$ cat src/rtl/emu_ctrl_seq.sv
// Command sequencer for the emulator run/stall controls: queues run, stall,
// run-until and run-for commands and drives emu_ctrl_mode/emu_ctrl_data.
module emu_ctrl_seq #(
  parameter int TIME_WIDTH = 64,
  parameter int FIFO_DEPTH = 4,
  parameter int CNT_WIDTH  = 3
) (
  input  logic                  emu_clk,
  input  logic                  emu_rst,
  input  logic [TIME_WIDTH-1:0] emu_time,
  input  logic                  cmd_valid,
  output logic                  cmd_ready,
  input  logic [1:0]            cmd_op,
  input  logic [TIME_WIDTH-1:0] cmd_data,
  output logic [1:0]            emu_ctrl_mode,
  output logic [TIME_WIDTH-1:0] emu_ctrl_data,
  output logic                  busy,
  output logic                  done_pulse,
  output logic [CNT_WIDTH-1:0]  fifo_level,
  output logic                  overflow
);

  localparam int PTR_W = (FIFO_DEPTH > 1) ? $clog2(FIFO_DEPTH) : 1;

  localparam logic [1:0] ST_IDLE  = 2'd0;
  localparam logic [1:0] ST_APPLY = 2'd1;
  localparam logic [1:0] ST_ARMED = 2'd2;

  localparam logic [1:0] OP_RUN       = 2'd0;
  localparam logic [1:0] OP_STALL     = 2'd1;
  localparam logic [1:0] OP_RUN_UNTIL = 2'd2;
  localparam logic [1:0] OP_RUN_FOR   = 2'd3;

  localparam logic [1:0] MODE_FREE  = 2'd0;
  localparam logic [1:0] MODE_STALL = 2'd1;
  localparam logic [1:0] MODE_UNTIL = 2'd2;

  logic [1:0]            state;
  logic [1:0]            q_op   [FIFO_DEPTH];
  logic [TIME_WIDTH-1:0] q_data [FIFO_DEPTH];
  logic [PTR_W-1:0]      wr_ptr;
  logic [PTR_W-1:0]      rd_ptr;
  logic                  push;
  logic                  pop;
  logic [1:0]            cur_op;
  logic [TIME_WIDTH-1:0] cur_data;
  logic [TIME_WIDTH:0]   run_for_sum;
  logic [TIME_WIDTH-1:0] target;
  logic                  target_reached;

  assign cmd_ready = (fifo_level < CNT_WIDTH'(FIFO_DEPTH));
  assign push      = cmd_valid && cmd_ready;
  assign pop       = (state == ST_IDLE) && (fifo_level != '0);
  assign busy      = (state == ST_ARMED);

  // Relative targets saturate rather than wrap so a huge run-for never ends early.
  assign run_for_sum    = {1'b0, emu_time} + {1'b0, cur_data};
  assign target         = (cur_op == OP_RUN_FOR)
                          ? (run_for_sum[TIME_WIDTH] ? '1 : run_for_sum[TIME_WIDTH-1:0])
                          : cur_data;
  assign target_reached = (target <= emu_time);

  always_ff @(posedge emu_clk) begin
    if (push) begin
      q_op[wr_ptr]   <= cmd_op;
      q_data[wr_ptr] <= cmd_data;
    end
  end

  always_ff @(posedge emu_clk or posedge emu_rst) begin
    if (emu_rst) begin
      wr_ptr     <= '0;
      rd_ptr     <= '0;
      fifo_level <= '0;
      overflow   <= 1'b0;
    end else begin
      if (push) begin
        wr_ptr <= wr_ptr + PTR_W'(1);
      end
      if (pop) begin
        rd_ptr <= rd_ptr + PTR_W'(1);
      end
      if (push && !pop) begin
        fifo_level <= fifo_level + CNT_WIDTH'(1);
      end else if (pop && !push) begin
        fifo_level <= fifo_level - CNT_WIDTH'(1);
      end
      if (cmd_valid && !cmd_ready) begin
        overflow <= 1'b1;
      end
    end
  end

  // Retiring always lands in IDLE, so done_pulse can never fire twice in a row.
  always_ff @(posedge emu_clk or posedge emu_rst) begin
    if (emu_rst) begin
      state         <= ST_IDLE;
      emu_ctrl_mode <= MODE_STALL;
      emu_ctrl_data <= '0;
      done_pulse    <= 1'b0;
      cur_op        <= OP_RUN;
      cur_data      <= '0;
    end else begin
      done_pulse <= 1'b0;
      case (state)
        ST_IDLE: begin
          if (pop) begin
            cur_op   <= q_op[rd_ptr];
            cur_data <= q_data[rd_ptr];
            state    <= ST_APPLY;
          end
        end
        ST_APPLY: begin
          case (cur_op)
            OP_RUN: begin
              emu_ctrl_mode <= MODE_FREE;
              emu_ctrl_data <= '0;
              done_pulse    <= 1'b1;
              state         <= ST_IDLE;
            end
            OP_STALL: begin
              emu_ctrl_mode <= MODE_STALL;
              emu_ctrl_data <= '0;
              done_pulse    <= 1'b1;
              state         <= ST_IDLE;
            end
            default: begin
              if (target_reached) begin
                emu_ctrl_mode <= MODE_STALL;
                emu_ctrl_data <= '0;
                done_pulse    <= 1'b1;
                state         <= ST_IDLE;
              end else begin
                emu_ctrl_mode <= MODE_UNTIL;
                emu_ctrl_data <= target;
                state         <= ST_ARMED;
              end
            end
          endcase
        end
        ST_ARMED: begin
          if (emu_time >= emu_ctrl_data) begin
            emu_ctrl_mode <= MODE_STALL;
            emu_ctrl_data <= '0;
            done_pulse    <= 1'b1;
            state         <= ST_IDLE;
          end
        end
        default: begin
          state <= ST_IDLE;
        end
      endcase
    end
  end

endmodule

$ cat config.mk
export PLATFORM = sky130hd
export DESIGN_NAME = emu_ctrl_seq
export DESIGN_NICKNAME = d
export VERILOG_FILES = /design/src/rtl/emu_ctrl_seq.sv
export SDC_FILE = /design/constraint.sdc
export NUM_CORES = 1
export LEC_CHECK = 0
export ABC_AREA = 1
export CAP_MARGIN = 25
export CORE_AREA = 2 2 226 206
export CTS_CLUSTER_SIZE = 30
export DETAILED_ROUTE_END_ITERATION = 8
export DIE_AREA = 0 0 228 208
export PLACE_DENSITY = 0.79
export SETUP_SLACK_MARGIN = 0.15
export SLEW_MARGIN = 20
export SYNTH_ARGS = -nofsm -noshare
export SYNTH_HDL_FRONTEND = slang
export SYNTH_SLANG_ARGS = --single-unit
$ cat constraint.sdc
create_clock -name emu_clk -period 6.2 [get_ports emu_clk]
set_input_delay 0.93 -clock emu_clk [delete_from_list [all_inputs] [get_ports emu_clk]]
set_output_delay 0.93 -clock emu_clk [all_outputs]
set_load 0.05 [all_outputs]
Yosys cells after proc, flatten, opt, wreduce, memory -nomap -nowiden

Memories as Yosys holds them, arrays and structs flattened. A register that Yosys moved wholly into a read port is not among the register bits.
Index checks and enable logic that the tools add are counted.

Add/subtract/negate cells: 5
$lt $le $gt $ge: 3
Eq/ne operators: 6
Muxes and demuxes: 23
Reductions and logical operators: 17

Operators by type and width:

| kind                                                 | number |
|---|---|
| two-way mux 64 bit                                   | 5 |
| case mux 64 bit (2 select lines)                     | 1 |
| adder 64 x 64 -> 65 bit                              | 1 |
| greater-or-equal comparator 64 bit                   | 1 |
| <= comparator 64 bit                                 | 1 |
| two-way mux 2 bit                                    | 6 |
| case mux 2 bit (2 select lines)                      | 2 |
| two-way mux 3 bit                                    | 2 |
| case mux 2 bit (3 select lines)                      | 1 |
| AND reduction 2 bit                                  | 3 |
| logical AND 1 bit                                    | 5 |
| two-way mux 1 bit                                    | 5 |
| adder 2 x 1 -> 2 bit (second input constant)         | 2 |
| equality test 2 x 1 -> 1 bit (second input constant) | 2 |
| equality test 2 bit (second input constant)          | 2 |
| logical NOT 2 bit                                    | 2 |
| nonzero test 2 bit                                   | 2 |
| adder 3 x 1 -> 3 bit (second input constant)         | 1 |
| logical NOT 1 bit                                    | 3 |
| < comparator 3 bit (second input constant)           | 1 |
| nonzero test 3 bit                                   | 1 |
| subtractor 3 x 1 -> 3 bit (second input constant)    | 1 |
| != test 2 x 1 -> 1 bit (second input constant)       | 1 |
| != test 2 bit (second input constant)                | 1 |
| 2 further kinds                                      | 2 |

Register bits: 77
RAM bits: 264
Input bits: 133
Output and inout port bits: 73
Word-level logic and storage cells: 64
Memories: 2

Memory list:

| memory | words | bits a word | rd ports | clocked after memory_dff | write ports | line | RTL |
|---|---|---|---|---|---|---|---|
| q_data | 4     | 64          | 1        | 1                        | 1           | 40   | `logic [TIME_WIDTH-1:0] q_data [FIFO_DEPTH];` |
| q_op   | 4     | 2           | 1        | 1                        | 1           | 39   | `logic [1:0] q_op [FIFO_DEPTH];` |

Logic depth before layout (Yosys ltp)

Gate-level depths: netlist of the first run.

Word-level depth: 7
Mapped depth: 36
Mapped depth without buffers: 33

Worst setup path after synthesis of the first run

OpenSTA, ideal clock, no wires.

Kind: register to register
From: register fifo_level[2]
To: memory q_data[0][0] (enable)
Setup time: 0.491 ns
Data arrival time: 4.080 ns
Required time: 5.709 ns
Path slack: 1.629 ns
Cell stages (with the launch flop): 4
Path buffers: 0
Period minus slack after synthesis: 4.571 ns
Path through: dfrtp_1 inv_1 nand2_1 nor2_1

Word-level cells in the longest chain between the ends: 4

RTL lines:

| element                                 | line | RTL |
|---|---|---|
| start, declared                         | 19   | `output logic [CNT_WIDTH-1:0] fifo_level,` |
| start signal, assigned                  | 84   | `fifo_level <= fifo_level + CNT_WIDTH'(1);` |
| start signal, assigned                  | 86   | `fifo_level <= fifo_level - CNT_WIDTH'(1);` |
| < comparator 3 bit                      | 51   | `assign cmd_ready = (fifo_level < CNT_WIDTH'(FIFO_DEPTH));` |
| named net cmd_ready                     | 12   | `output logic cmd_ready,` |
| logical AND 1 bit                       | 52   | `assign push = cmd_valid && cmd_ready;` |
| two-way mux 1 bit                       | 64   | `if (push) begin` |
| two-way mux 1 bit (implied by the code) | 66   | `q_data[wr_ptr] <= cmd_data;` |
| end, declared                           | 40   |  |

The timed path passes the listed nets, and every way through them passes these cells.

Worst setup path after layout of the first run

From: input port emu_time[0]
To: register emu_ctrl_data[63]

Word-level cells in the longest chain between the ends: 7
Elaborated cells on any way between the ends: 10
Classes of those cells: add/sub: 1; order compare: 2; eq/ne: 1; mux: 5; reduce/logical: 1

RTL lines:

| element                          | line | RTL |
|---|---|---|
| start, declared                  | 10   | `input logic [TIME_WIDTH-1:0] emu_time,` |
| adder 64 x 64 -> 65 bit          | 57   | `assign run_for_sum = {1'b0, emu_time} + {1'b0, cur_data};` |
| two-way mux 64 bit (2 in series) | 59   | `? (run_for_sum[TIME_WIDTH] ? '1 : run_for_sum[TIME_WIDTH-1:0])` |
| <= comparator 64 bit             | 61   | `assign target_reached = (target <= emu_time);` |
| two-way mux 64 bit               | 128  | `if (target_reached) begin` |
| two-way mux 64 bit               | 114  | `case (cur_op)` |
| case mux 64 bit (2 select lines) | 105  | `case (state)` |
| end signal, assigned             | 135  | `emu_ctrl_data <= target;` |
| end, declared                    | 16   | `output logic [TIME_WIDTH-1:0] emu_ctrl_data,` |

Several ways; a longest one is shown, not always the timed one.
A chain may end at the register's enable or synchronous reset.

==> results of run 1 <==
flip-flops by register name (all words and copies together) (netlist names):
| signal | count |
|---|---|
| state | 2 |
| wr_ptr | 2 |
| emu_ctrl_data | 64 |
| rd_ptr | 2 |
| overflow | 1 |
| fifo_level | 3 |
| emu_ctrl_mode | 2 |
| q_data | 256 |
| q_op | 8 |
| cur_op | 2 |
| done_pulse | 1 |
| cur_data | 64 |
power groups by stage:
| stage | logic (mW) | clock network (mW) | registers, mW |
|---|---|---|---|
| finish | 8.44 | 2.73 | 3.90 |
| global route | 9.38 | 2.86 | 3.95 |
| CTS | 8.30 | 2.75 | 3.89 |
| detailed placement | 8.22 | 0 | 3.93 |
| global placement | 8.11 | 0 | 3.92 |
| floorplan | 5.60 | 0 | 4.04 |
critical path: cells and delay by family:
kind                     cells  cell delay (ns)
AO/OA/AOI/OAI                1             0.32
adder cells (fa/ha/maj)      3             1.01
buffers and inverters        5             1.05
AND/OR/NAND/NOR             21             2.30
Yosys cell counts (9+ instances only):
cell type / n / area, µm²
nor3_1: 16 / 80.1
ha_1: 200 / 2500
nand3_1: 189 / 946
nand2_1: 1001 / 3760
o21ai_1: 20 / 100
xor2_1: 26 / 228
edfxtp_1: 264 / 7930
a31oi_1: 17 / 106
o21ai_0: 202 / 1010
inv_1: 575 / 2160
nor2_1: 325 / 1220
xnor2_1: 9 / 78.8
clkbuf_1: 71 / 267
dfrtp_1: 142 / 3550
o22ai_1: 56 / 350
nor2_4: 14 / 158
nand4_1: 23 / 144
inv_2: 31 / 116
a21oi_1: 108 / 541
nor2_2: 10 / 62.6
logic make-up after synthesis:
| kind of cell | count (synthesis) | synth area share |
|---|---|---|
| AOI/OAI and AO/OA | 425 | 0.0878 |
| adders and majority gates | 202 | 0.0980 |
| xor gates and xnor gates | 35 | 0.0118 |
| muxes | 1 | 0.000434 |
| buffers and inverters | 697 | 0.104 |
| and+or+nand+nor | 1610 | 0.254 |
| DFF | 407 | 0.443 |
per-layer routing:
| layer | wire, µm | vias to the layer above |
|---|---|---|
| met1 | 33100 | 10800 |
| met4 | 2000 | 0 |
| li1 | - | 11200 |
| met2 | 36500 | 861 |
| met5 | 0 | - |
| met3 | 6980 | 114 |
worst min-delay path by stage:
stage / startpoint / to / slack [ns]
finish: overflow / overflow / 0.46
global route: overflow / overflow / 0.47
CTS: overflow / overflow / 0.46
detailed placement: overflow / overflow / 0.45
global placement: overflow / overflow / 0.44
floorplan: state[0] / state[0] / 0.47
area by class of cell:
class	instances	area [µm²]
Inverter	607	2290
Sequential cell	407	11500
Clock inverter	25	372
Tap cell	608	761
Multi-Input combinational cell	2273	11800
Timing Repair Buffer	226	2230
Clock buffer	53	1110
Antenna cell	1	2.50
Fill cell	3854	14900
==> flow_metrics.tcl, run 1 <==
set metrics [dict create \
    status "finished, final reports clean" \
    yosysWarnings 0 \
    drt_wl_total_mm 78.6 \
    power_density_mw_per_mm2 501 \
    viasPerCell 5.45 \
    hold_ws_ns 0.456 \
    grt_use_total 0.328 \
    synthFlopType "edfxtp_1" \
    reg2reg_to "emu_ctrl_data[63]" \
    seq_area_frac_synth 0.443 \
    switchingPower_mw 7.41 \
    die_h_um 208 \
    finalCritPeriodShare 0.845 \
    dr.pass1.iters 6 \
    first_global_vias 21800 \
    drt_first_iter_violations 2263 \
    placed_cell_area_mm2 0.0286 \
    cp_max_fo 65 \
    finalPower_mw 15.1 \
    synth.distinct_cells 44 \
    grt_max_degree 104 \
    reg2regPathDepth 29 \
    grt_pass1_wl_mm 121 \
    maxSlewViolCount 0 \
    synthCells 3377 \
    ir_drop_v 0.000328 \
    syn_nets 3712 \
    cap_viol_max_count 0 \
    max_freq_mhz 191 \
    cts_setup_buffers 0 \
    finalWorstSetupSlack_ns 0.962 \
    die-area_mm2 0.0474 \
    arrival_ns 5.77 \
    clkSlewWorstSetupHoldPaths_ns 0.06 \
    seqPwrFrac 0.259 \
    fin_crit_ns 5.24 \
    cp-end-kind "flip-flop" \
    synthToLayoutAreaGrowth_pct 15.8 \
    drc_errors 0 \
    overflow 0 \
    dp_slack_ns 0.403 \
    place_inst 4121 \
    relSlewSlack 0.302 \
    use_met3 0.0669 \
    utilization 0.668 \
    min_path_cells 1 \
    fin_area_mm2 0.0301 \
    cts_buffers 43 \
    finalNetCount 3893 \
    cts.root.buffer_cell "clkbuf_16" \
    cts.sinks 407 \
    layout_commonest_cell "nand2_1" \
    crit_path_start "emu_time[0]" \
    initial_utilization 0.577 \
    use_met1 0.450 \
    power.clock.fraction 0.181 \
    syn_area_per_cell_um2 7.69 \
    cpMostUsedCell "nand2_1" \
    wl_per_cell_um 18.7 \
    ios 206 \
    fin_tns_setup_ns 0 \
    core_mm2 0.0450 \
    syn_area_mm2 0.0260 \
    final_cell_mix "nand2_1, inv_1, nor2_1" \
    internal_power_mw 7.65 \
    cts_resized 0 \
    rr_startpoint "cur_data[0]" \
    swShare 0.492 \
    setup_viol 0 \
    cts.path.max_buffers 3 \
    busiest_layer "met2" \
    synth_edf_count 264 \
    fin_skew_ns 0.0273 \
    crit_path_start_kind "primary input" \
    die_w_um 228 \
    hold_buffers 0 \
    tightestPinTransition_ns 1.05 \
    clock_latency_ns 0.60 \
    p_comb_frac 0.560 \
    vias 22900 \
    worstPathRequired_ns 6.73 \
    hold_viol_final 0 \
    p_leak_nw 14.6 \
    reg2reg_setup_slack_ns 1.40 \
    ys_async_sr_fraction 0.351 \
    ys_ff_latch 407 \
    instances_no_fill 4200 \
    hold_path_class "reg2reg" \
    crit_end "emu_ctrl_data[63]" \
    use_met2 0.533 \
    ant_nets 0 \
    gp_congestion 1.07 \
    rows 74 \
    critical_path_class "in2reg" \
    rsz0062_at_grt "no" \
    crit_slowest_cell "clkdlybuf4s50_1" \
    cts_max_level 2 \
    io_buffer_count 205 \
    place_hpwl_mm 59.0 \
    slowest_delay_ns 0.46 \
    antenna_found_initial 4 \
    drive_gt1_frac 0.0479 \
    cts_tree "built" \
]
Note: power is estimated with default switching activity, not from simulation.
==> run 2, diff against run 1 <==
--- a/config.mk
+++ b/config.mk
@@ -7,11 +7,11 @@
 export LEC_CHECK = 0
 export ABC_AREA = 1
 export CAP_MARGIN = 25
-export CORE_AREA = 2 2 226 206
+export CORE_AREA = 2 2 235 213
 export CTS_CLUSTER_SIZE = 30
 export DETAILED_ROUTE_END_ITERATION = 8
-export DIE_AREA = 0 0 228 208
-export PLACE_DENSITY = 0.79
+export DIE_AREA = 0 0 237 215
+export PLACE_DENSITY = 0.77
 export SETUP_SLACK_MARGIN = 0.15
 export SLEW_MARGIN = 20
 export SYNTH_ARGS = -nofsm -noshare
==> constraint.sdc (replaced) <==
create_clock -name emu_clk -period 4.8 [get_ports emu_clk]
set_input_delay 0.72 -clock emu_clk [delete_from_list [all_inputs] [get_ports emu_clk]]
set_output_delay 0.72 -clock emu_clk [all_outputs]
set_load 0.05 [all_outputs]
==> flow_metrics.tcl, run 2 (synthesis gave the netlist of run 1 again) <==
set metrics [dict create \
    fin_crit_ns 4.53 \
    rr_startpoint "cur_data[35]" \
    fin_skew_ns 0.0186 \
    wl_per_cell_um 18.6 \
    worstPathRequired_ns 5.31 \
    tightestPinTransition_ns 0.918 \
    status "finished, final reports clean" \
    cts.path.max_buffers 3 \
    synthToLayoutAreaGrowth_pct 29.8 \
    first_global_vias 23400 \
    arrival_ns 5.04 \
    finalWorstSetupSlack_ns 0.275 \
    io_buffer_count 205 \
    relSlewSlack 0.388 \
    power.clock.fraction 0.145 \
    clock_latency_ns 0.59 \
    min_path_cells 1 \
    vias 24600 \
    rsz0062_at_grt "no" \
    finalCritPeriodShare 0.943 \
    layout_commonest_cell "nand2_1" \
    ant_nets 0 \
    crit_path_start_kind "primary input" \
    viasPerCell 5.36 \
    critical_path_class "in2reg" \
    gp_congestion 1.07 \
    finalNetCount 4265 \
    clkSlewWorstSetupHoldPaths_ns 0.06 \
    ios 206 \
    nFillCells 3918 \
    final_cell_mix "nand2_1, inv_1, buf_4" \
    switchingPower_mw 10.4 \
    overflow 0 \
    reg2regPathDepth 31 \
    setup_viol 0 \
    fin_tns_setup_ns 0 \
    internal_power_mw 11.5 \
    p_leak_nw 16.5 \
    max_freq_mhz 221 \
    top_register "q_data" \
    drive_gt1_frac 0.164 \
    cts.sinks 407 \
    place_hpwl_mm 63.7 \
    reg.largest.list "q_data (256), cur_data (64), emu_ctrl_data (64)" \
    cp_max_fo 8 \
    cts.root.buffer_cell "clkbuf_16" \
    cap_viol_max_count 0 \
    finalPower_mw 21.9 \
    cpMostUsedCell "nand2_1" \
    power_density_mw_per_mm2 650 \
    die_h_um 215 \
    die_w_um 237 \
    drt_wl_total_mm 85.7 \
    core_mm2 0.0487 \
    initial_utilization 0.533 \
    seqPwrFrac 0.236 \
    dr.pass1.iters 7 \
    instances_no_fill 4596 \
    hold_ws_ns 0.456 \
    cp-end-kind "flip-flop" \
    swShare 0.474 \
    antenna_found_initial 6 \
    grt_use_total 0.326 \
    slowest_delay_ns 0.48 \
    rows 77 \
    largest_reg_flops 256 \
    hold_viol_final 0 \
    hold_path_class "reg2reg" \
    crit_path_start "emu_time[8]" \
    drt_first_iter_violations 2724 \
    cts_buffers 42 \
    dp_slack_ns -0.373 \
    grt_max_degree 85 \
    place_inst 4508 \
    reg2reg_setup_slack_ns 0.45 \
    ir_drop_v 0.000366 \
    path_delay_family "simple AND/OR/NAND/NOR gates" \
    drc_errors 0 \
    hold_start "overflow" \
    cts_max_level 2 \
    p_comb_frac 0.620 \
    worstPathBufferInverterCount 4 \
    worstHoldEndpoint "overflow" \
    die-area_mm2 0.0510 \
    cts_tree "built" \
    reg2reg_to "emu_ctrl_data[38]" \
    maxSlewViolCount 0 \
    crit_slowest_cell "clkdlybuf4s50_1" \
    grt_pass1_wl_mm 128 \
]
[run 2: cell types whose count changed in the layout (fill, tap and decap cells not counted), moves of 12 or more]
cell	before	now
buf_4	19	378
ha_1	200	160
ha_4	0	39
nor2_1	320	294
nor2_2	10	34
nand2_1	999	976
nand2_2	9	31
clkdlybuf4s50_1	205	193
dlymetal6s2s_1	0	12
[run 2: metrics by stage]
stage	utilization	area [µm²]
global route	0.692	33700
detailed placement	0.645	31400
CTS	0.672	32700
global placement	0.645	31400
floorplan	-	26000
finish	0.692	33700
[run 2: what timing repair did]
action / CTS / global route
endpoints found under the hold margin: 0 / 0
hold buffers: 0 / 0
setup endpoints to repair: 0 / 68
setup buffers: 0 / 5
gates resized for setup: 0 / 139
[run 2: routing by layer]
metal | up-vias | track usage | share of wire
met3 | 133 | 0.0492 | 0.092
li1 | 11900 | - | -
met4 | 0 | 0.0996 | 0.027
met2 | 1091 | 0.527 | 0.46
met1 | 11500 | 0.455 | 0.42
met5 | - | 0 | 0
[run 2: power groups by stage]
stage	Combinational [mW]	Clock, mW	Sequential [mW]
2_1_floorplan	7.23	0	5.22
3_3_place_gp	12.4	0	5.10
3_5_place_dp	12.6	0	5.12
4_1_cts	12.6	3.19	5.06
5_1_grt	14.8	3.34	5.21
6_report	13.6	3.16	5.15
[run 2: how the worst max path moves through the flow]
| stage | end | cells after the start |
|---|---|---|
| 2_1_floorplan | q_data[0][0] | 3 |
| 3_3_place_gp | emu_ctrl_data[59] | 25 |
| 3_5_place_dp | emu_ctrl_data[56] | 26 |
| 4_1_cts | emu_ctrl_data[57] | 28 |
| 5_1_grt | emu_ctrl_data[38] | 28 |
| 6_report | emu_ctrl_data[38] | 26 |
[run 2: worst register-to-register path: cells and delay by family (launching register included)]
family                     cells  cell delay (ns)
and+or+nand+nor               23             2.36
adders and majority gates      2             0.59
AOI/OAI and AO/OA              1             0.18
DFF                            1             0.52
buffers and inverters          5             0.63
[run 2: layout make-up]
| type | count | area, µm² | share of cell area |
|---|---|---|---|
| clock buffer | 55 | 1100 | 0.0327 |
| multi-input combinational | 2274 | 12500 | 0.373 |
| sequential | 407 | 11500 | 0.342 |
| timing repair buffer | 598 | 5220 | 0.155 |
| inverter | 607 | 2290 | 0.0679 |
| tap | 632 | 791 | 0.0235 |
| clock inverter | 20 | 209 | 0.00620 |
| antenna | 3 | 7.51 | 0.000223 |
